<file path="config.mk">
export PLATFORM = sky130hd
export DESIGN_NAME = uart_tx_slave
export DESIGN_NICKNAME = d
export VERILOG_FILES = /design/src/rtl/uart_tx_slave.sv
export SDC_FILE = /design/constraint.sdc
export NUM_CORES = 1
export LEC_CHECK = 0
export CORE_ASPECT_RATIO = 0.8
export CORE_UTILIZATION = 44
export CTS_CLUSTER_DIAMETER = 60
export CTS_CLUSTER_SIZE = 8
export DETAILED_ROUTE_END_ITERATION = 10
export DONT_BUFFER_PORTS = 1
export GPL_TIMING_DRIVEN = 0
export PLACE_DENSITY = 0.64
export SYNTH_ARGS = -nofsm -noshare
export SYNTH_HDL_FRONTEND = slang
export SYNTH_SLANG_ARGS = --single-unit
</file>
<file path="constraint.sdc">
create_clock -name clk_i -period 8.7 [get_ports clk_i]
set_clock_uncertainty 0.2 [all_clocks]
set_input_delay 0 -clock clk_i [delete_from_list [all_inputs] [get_ports clk_i]]
set_output_delay 0 -clock clk_i [all_outputs]
set_load 0.01 [all_outputs]
</file>
<file path="src/rtl/uart_tx_slave.sv">
`default_nettype none
// ============================================================================
//  Module      : uart_tx_slave
//  Description : Wishbone classic slave feeding an 8N1 serial transmitter.
//                CPU writes to DATA are queued in a small FIFO and shifted
//                out LSB first; STATUS exposes FIFO and serialiser state.
//  Revision    : 1.0 - initial release
// ============================================================================
module uart_tx_slave #(
    parameter logic [31:0] BASE_ADDRESS = 32'h4000_0000,
    parameter int          CLK_DIV      = 16,
    parameter int          FIFO_DEPTH   = 8
) (
    input  logic        clk_i,
    input  logic        rst_i,
    input  logic        stb_i,
    input  logic        cyc_i,
    input  logic [31:0] adr_i,
    input  logic [3:0]  sel_i,
    input  logic [31:0] dat_i,
    output logic [31:0] dat_o,
    input  logic        we_i,
    output logic        ack_o,
    output logic        err_o,
    output logic        rty_o,
    output logic        tx_o,
    output logic        irq_o
);

    localparam int c_PW = $clog2(FIFO_DEPTH);
    localparam int c_CW = c_PW + 1;
    localparam int c_BW = (CLK_DIV > 1) ? $clog2(CLK_DIV) : 1;

    typedef enum logic [1:0] {S_IDLE, S_START, S_DATA, S_STOP} state_t;

    logic [7:0]      r_mem [FIFO_DEPTH];
    logic [c_PW-1:0] r_wr_ptr, r_rd_ptr;
    logic [c_CW-1:0] r_count;
    state_t          r_state, w_state_nxt;
    logic [c_BW-1:0] r_baud, w_baud_nxt;
    logic [2:0]      r_bit, w_bit_nxt;
    logic [7:0]      r_shift, w_shift_nxt;
    logic            r_ack, r_err, r_irq;
    logic [31:0]     r_dat;

    logic            w_hit, w_push, w_pop, w_full, w_full_eff, w_empty, w_busy;
    logic            w_ack_d, w_err_d, w_tx, w_baud_end;
    logic [31:0]     w_rdat_d, w_status, w_cnt32;
    logic [3:0]      w_cnt_sat;
    logic            w_unused_bits;

    assign w_unused_bits = ^{dat_i[31:8], sel_i[3:1]};

    // A response cycle blocks re-sampling so one bus access yields one effect
    assign w_hit = cyc_i & stb_i & (adr_i[31:4] == BASE_ADDRESS[31:4]) & ~(r_ack | r_err);

    assign w_empty    = (r_count == '0);
    assign w_full     = (r_count == c_CW'(FIFO_DEPTH));
    assign w_busy     = (r_state != S_IDLE);
    assign w_pop      = (r_state == S_IDLE) && !w_empty;
    // A pop in the same cycle frees a slot for the incoming byte
    assign w_full_eff = w_full && !w_pop;
    assign w_baud_end = (r_baud == c_BW'(CLK_DIV - 1));

    assign w_cnt32   = 32'(r_count);
    assign w_cnt_sat = (w_cnt32 > 32'd15) ? 4'hF : w_cnt32[3:0];
    assign w_status  = {24'h0, w_cnt_sat, 1'b0, w_busy, w_empty, w_full};

    // Register decode and the response to be presented next cycle
    always_comb begin
        w_push   = 1'b0;
        w_ack_d  = 1'b0;
        w_err_d  = 1'b0;
        w_rdat_d = 32'h0;
        if (w_hit) begin
            case (adr_i[3:0])
                4'h0: begin
                    if (we_i && sel_i[0]) begin
                        if (w_full_eff) begin
                            w_err_d = 1'b1;
                        end else begin
                            w_push  = 1'b1;
                            w_ack_d = 1'b1;
                        end
                    end else begin
                        w_ack_d = 1'b1;
                    end
                end
                4'h4: begin
                    w_ack_d = 1'b1;
                    if (!we_i) begin
                        w_rdat_d = w_status;
                    end
                end
                default: w_err_d = 1'b1;
            endcase
        end
    end

    // Registered bus response and interrupt
    always_ff @(posedge clk_i or negedge rst_i) begin
        if (!rst_i) begin
            r_ack <= 1'b0;
            r_err <= 1'b0;
            r_dat <= 32'h0;
            r_irq <= 1'b1;
        end else begin
            r_ack <= w_ack_d;
            r_err <= w_err_d;
            r_dat <= w_rdat_d;
            r_irq <= w_empty & ~w_busy;
        end
    end

    // FIFO storage needs no reset; validity is tracked by the pointers
    always_ff @(posedge clk_i) begin
        if (w_push) begin
            r_mem[r_wr_ptr] <= dat_i[7:0];
        end
    end

    // FIFO pointers and occupancy; power-of-two depth gives natural wrap
    always_ff @(posedge clk_i or negedge rst_i) begin
        if (!rst_i) begin
            r_wr_ptr <= '0;
            r_rd_ptr <= '0;
            r_count  <= '0;
        end else begin
            if (w_push) r_wr_ptr <= r_wr_ptr + c_PW'(1);
            if (w_pop)  r_rd_ptr <= r_rd_ptr + c_PW'(1);
            case ({w_push, w_pop})
                2'b10:   r_count <= r_count + c_CW'(1);
                2'b01:   r_count <= r_count - c_CW'(1);
                default: r_count <= r_count;
            endcase
        end
    end

    // Serialiser state register
    always_ff @(posedge clk_i or negedge rst_i) begin
        if (!rst_i) begin
            r_state <= S_IDLE;
            r_baud  <= '0;
            r_bit   <= '0;
            r_shift <= '0;
        end else begin
            r_state <= w_state_nxt;
            r_baud  <= w_baud_nxt;
            r_bit   <= w_bit_nxt;
            r_shift <= w_shift_nxt;
        end
    end

    // Serialiser next state and line level
    always_comb begin
        w_state_nxt = r_state;
        w_baud_nxt  = r_baud;
        w_bit_nxt   = r_bit;
        w_shift_nxt = r_shift;
        w_tx        = 1'b1;
        case (r_state)
            S_IDLE: begin
                if (!w_empty) begin
                    w_shift_nxt = r_mem[r_rd_ptr];
                    w_baud_nxt  = '0;
                    w_bit_nxt   = '0;
                    w_state_nxt = S_START;
                end
            end
            S_START: begin
                w_tx = 1'b0;
                if (w_baud_end) begin
                    w_baud_nxt  = '0;
                    w_state_nxt = S_DATA;
                end else begin
                    w_baud_nxt = r_baud + c_BW'(1);
                end
            end
            S_DATA: begin
                w_tx = r_shift[0];
                if (w_baud_end) begin
                    w_baud_nxt  = '0;
                    w_shift_nxt = {1'b0, r_shift[7:1]};
                    if (r_bit == 3'd7) begin
                        w_bit_nxt   = '0;
                        w_state_nxt = S_STOP;
                    end else begin
                        w_bit_nxt = r_bit + 3'd1;
                    end
                end else begin
                    w_baud_nxt = r_baud + c_BW'(1);
                end
            end
            S_STOP: begin
                if (w_baud_end) begin
                    w_baud_nxt  = '0;
                    w_state_nxt = S_IDLE;
                end else begin
                    w_baud_nxt = r_baud + c_BW'(1);
                end
            end
            default: w_state_nxt = S_IDLE;
        endcase
    end

    assign dat_o = r_dat;
    assign ack_o = r_ack;
    assign err_o = r_err;
    assign rty_o = 1'b0;
    assign tx_o  = w_tx;
    assign irq_o = r_irq;

endmodule
`default_nettype wire

</file>
==> results.md <==
* Status: finished, final reports clean
* Total GRT Usage at 17.9%
* Crit end category: flip-flop
* Met2 wire length at 4210 microns
* Slowest stage delay, CP at 630 ps
* Pins over their slew limit at 0
* Worst-skew pair later-pin latency at 350 ps
* 1st-iter DRT viols at 161
* Share of layout cells above drive strength 1 at 18.2%
* Crit path cell chain: dlygate4sd3_1, nor4bb_1, dlygate4sd3_1, nand4_1, dlygate4sd3_1, nor4_2, buf_4, inv_2, ha_1, xor2_1, ha_1, a21oi_1, xor2_1, nor2_1, xor2_1
* WL final at 8820 microns
* Clock buffer depth at 2
* CTS Hold Bufs at 30
* P_leak at 2.19 nW
* Rows at 33
* Final number of setup-violating endpoints at 0
* MaxCap Viol Count at 0
* Post-synth ARST share at 36.6%
* Dominant cell type by area after synthesis: edfxtp_1
* DR vias/cell at 5.07
* Rel. slew slack at 49.3%
* Post-synth EDFFs at 64
* Die H at 93.8 microns
* First-pass GRT wire length at 13900 microns
* Count leader, synth: edfxtp_1
* Yosys synthesis warning count at 0
* IO Count at 110
* Vias in the first global route at 2550
* F_max at 0.255 GHz
* Final Wtd Congestion at 0.729
* Top cells by area, synth: edfxtp_1 (41%), dfrtp_1 (19%), buf_4 (4.5%)
* CP max stage cell: dlygate4sd3_1
* Horiz. Die Dim at 117 microns
* Synth Register Bits at 101
* Worst-Margin Slew at 760 ps
* Worst Path Max Fanout at 10
* DR WL/cell at 16.6 microns
* Initial core utilization at 45.2%
* PwrDens at 169 mW/mm^2
* Die ar. at 0.0109 sq mm
* Final hold vios at 0
* Nets at 472
* Antenna diodes at 0
* Area share of the largest cell type after synthesis at 41.5%
* Post-route ant nets at 0
* Pin count of the biggest net entering global routing at 37
* Max VDD drop at 149 uV
* Avg Cell Area, Syn at 14.5 sq um
* Mapped Area at 0.00463 sq mm
* Final instance area at 0.00551 sq mm
* Fin Setup TNS at 0 ps
* CP Buf/Inv Count at 5
* Port Buffer Count at 0
* CP required at 8720 ps
* Post CTS Setup Buffer Count at 0
* RSZ-0062 raised after global routing: false
* CTS buffer count at 9
* Post-DP HPWL at 5690 microns
* Cells after synthesis at 320
* Hold WC Path Type: primary input to flip-flop
* M1 wire length at 4070 microns
* Root Driver: clkbuf_16
* Resized cells post-CTS at 0
* Via count at 2692
* DP Area at 0.00490 sq mm
* CTS clk-pin slew, worst paths at 70 ps
* Top post-synthesis cells by count: edfxtp_1 (64), dfrtp_1 (36), buf_4 (28)
* Area Overhead vs Synth at 19.0%
* Fillers at 862
* Register area at 0.00285 sq mm
* CTS tree: built
* Grt total ovfl at 0
* Area of the multi-input gates at 0.00158 sq mm
* WP data arrival at 3940 ps
* Initial antenna violation count at 0
* Min Clock Period, post-route at 3920 ps
* Post-layout util at 53.8%
* Delay-heaviest family, CP: buffers and inverters
* Crit path kind: primary input to flip-flop
* Main synth FF type: edfxtp_1
* Clock sinks at 101
* Drt drc at 0
* Register area share after synthesis at 61.5%
* Core Region at 0.0102 sq mm
* Synth cell types at 53
* Drt pass-1 iters at 4
* Top Metal Used: met4
* H-tree level count at 3
* Met3 wire len at 441 microns
* Crit path launch type: primary input
* Final cycle utilization of the critical path at 45.0%
## flip-flops by register name (all words and copies together) (netlist names)
signal,count
err_o,1
r_mem,64
r_rd_ptr,3
r_count,4
r_baud,4
ack_o,1
dat_o,7
r_state,2
irq_o,1
r_bit,3
r_shift,8
r_wr_ptr,3
## path summary, 6_finish.rpt
check | start | to | slack [ps] | depth (start not counted)
min in group asynchronous | rst_i | irq_o | 550 | 3
worst min-delay path | dat_i[7] | r_mem[0][7] | 260 | 1
max in group asynchronous | rst_i | r_bit[2] | 7560 | 4
worst min register to register | r_shift[2] | r_shift[2] | 270 | 2
worst max register to register | err_o | r_count[2] | 5150 | 13
worst max-delay path | adr_i[7] | r_count[2] | 4780 | 15
## layout make-up
cell class	count	area share, %
Inverter	5	0.341
Tap cell	140	3.18
Buffer	38	4.97
Clock buffer	9	4.09
Sequential cell	101	51.7
Timing Repair Buffer	30	5.81
Clock inverter	7	1.16
Multi-Input combinational cell	201	28.7
## metal layers
layer  track usage (%)  vias up
li1                  -     1299
met1              24.1     1311
met2              27.7       71
met3              5.35       11
met4              5.80        0
met5                 0        -
## kinds of logic (layout without fill, tap and decap cells)
kind of cell	after synthesis	after routing	share of synthesized area, %
fa+ha+maj	13	13	3.51
simple gates	87	87	11.0
mux	28	28	10.4
other cells	1	26	0.0810
buf+inv	43	89	6.32
xor+xnor	9	9	1.70
flops	101	101	61.5
compound gates	38	38	5.40
## placed cells by master, fill, tap and decap left out, types with 3 or more instances in the layout
cell type      Yosys  layout
edfxtp_1          64      64
dfrtp_1           36      36
buf_4             28      28
dlygate4sd3_1      0      28
conb_1             1      26
nand2_1           22      22
a21oi_1           14      14
ha_1              13      13
nor2_1            10      10
clkbuf_16          0       9
mux4_1             8       8
nor4_1             7       7
mux2i_1            7       7
buf_2              6       6
mux2_2             6       6
nand3_1            6       6
nor3_1             5       5
and2_1             5       5
xor2_1             5       5
mux4_2             5       5
nand2b_1           4       4
and3b_1            4       4
o21ai_0            4       4
a32oi_1            4       4
xnor2_1            4       4
nand4_1            3       3
inv_1              3       3
and4b_1            3       3
o21ai_1            3       3
o211ai_1           3       3
inv_8              0       3
## per-stage QoR
step                setup slack, ps  hold slack (ps)  total power, W  std cells
finish                         4780              262        0.000931        531
floorplan                      5930             -496        0.000536        345
global route                   4580              289        0.000963        531
detailed placement             5550             -495        0.000536        485
global placement               5610             -494        0.000536        485
CTS                            4930              241        0.000941        531
## worst register-to-register path: cells and delay by family, from the launching register on
family,cells,cell delay [ps]
DFF,1,430
xor gates and xnor gates,3,460
and+or+nand+nor,4,850
buffers and inverters,3,920
adders and majority gates,2,430
AOI/OAI and AO/OA,1,140
## where the power goes
part / internal, W / switching (W) / leakage (nW)
registers: 0.000510 / 0.000000000000116 / 1.04
clock network: 0.000202 / 0.000186 / 0.142
logic: 0.0000163 / 0.0000160 / 1.01
total: 0.000728 / 0.000202 / 2.19
No activity file was read; power rests on OpenSTA's default activity.
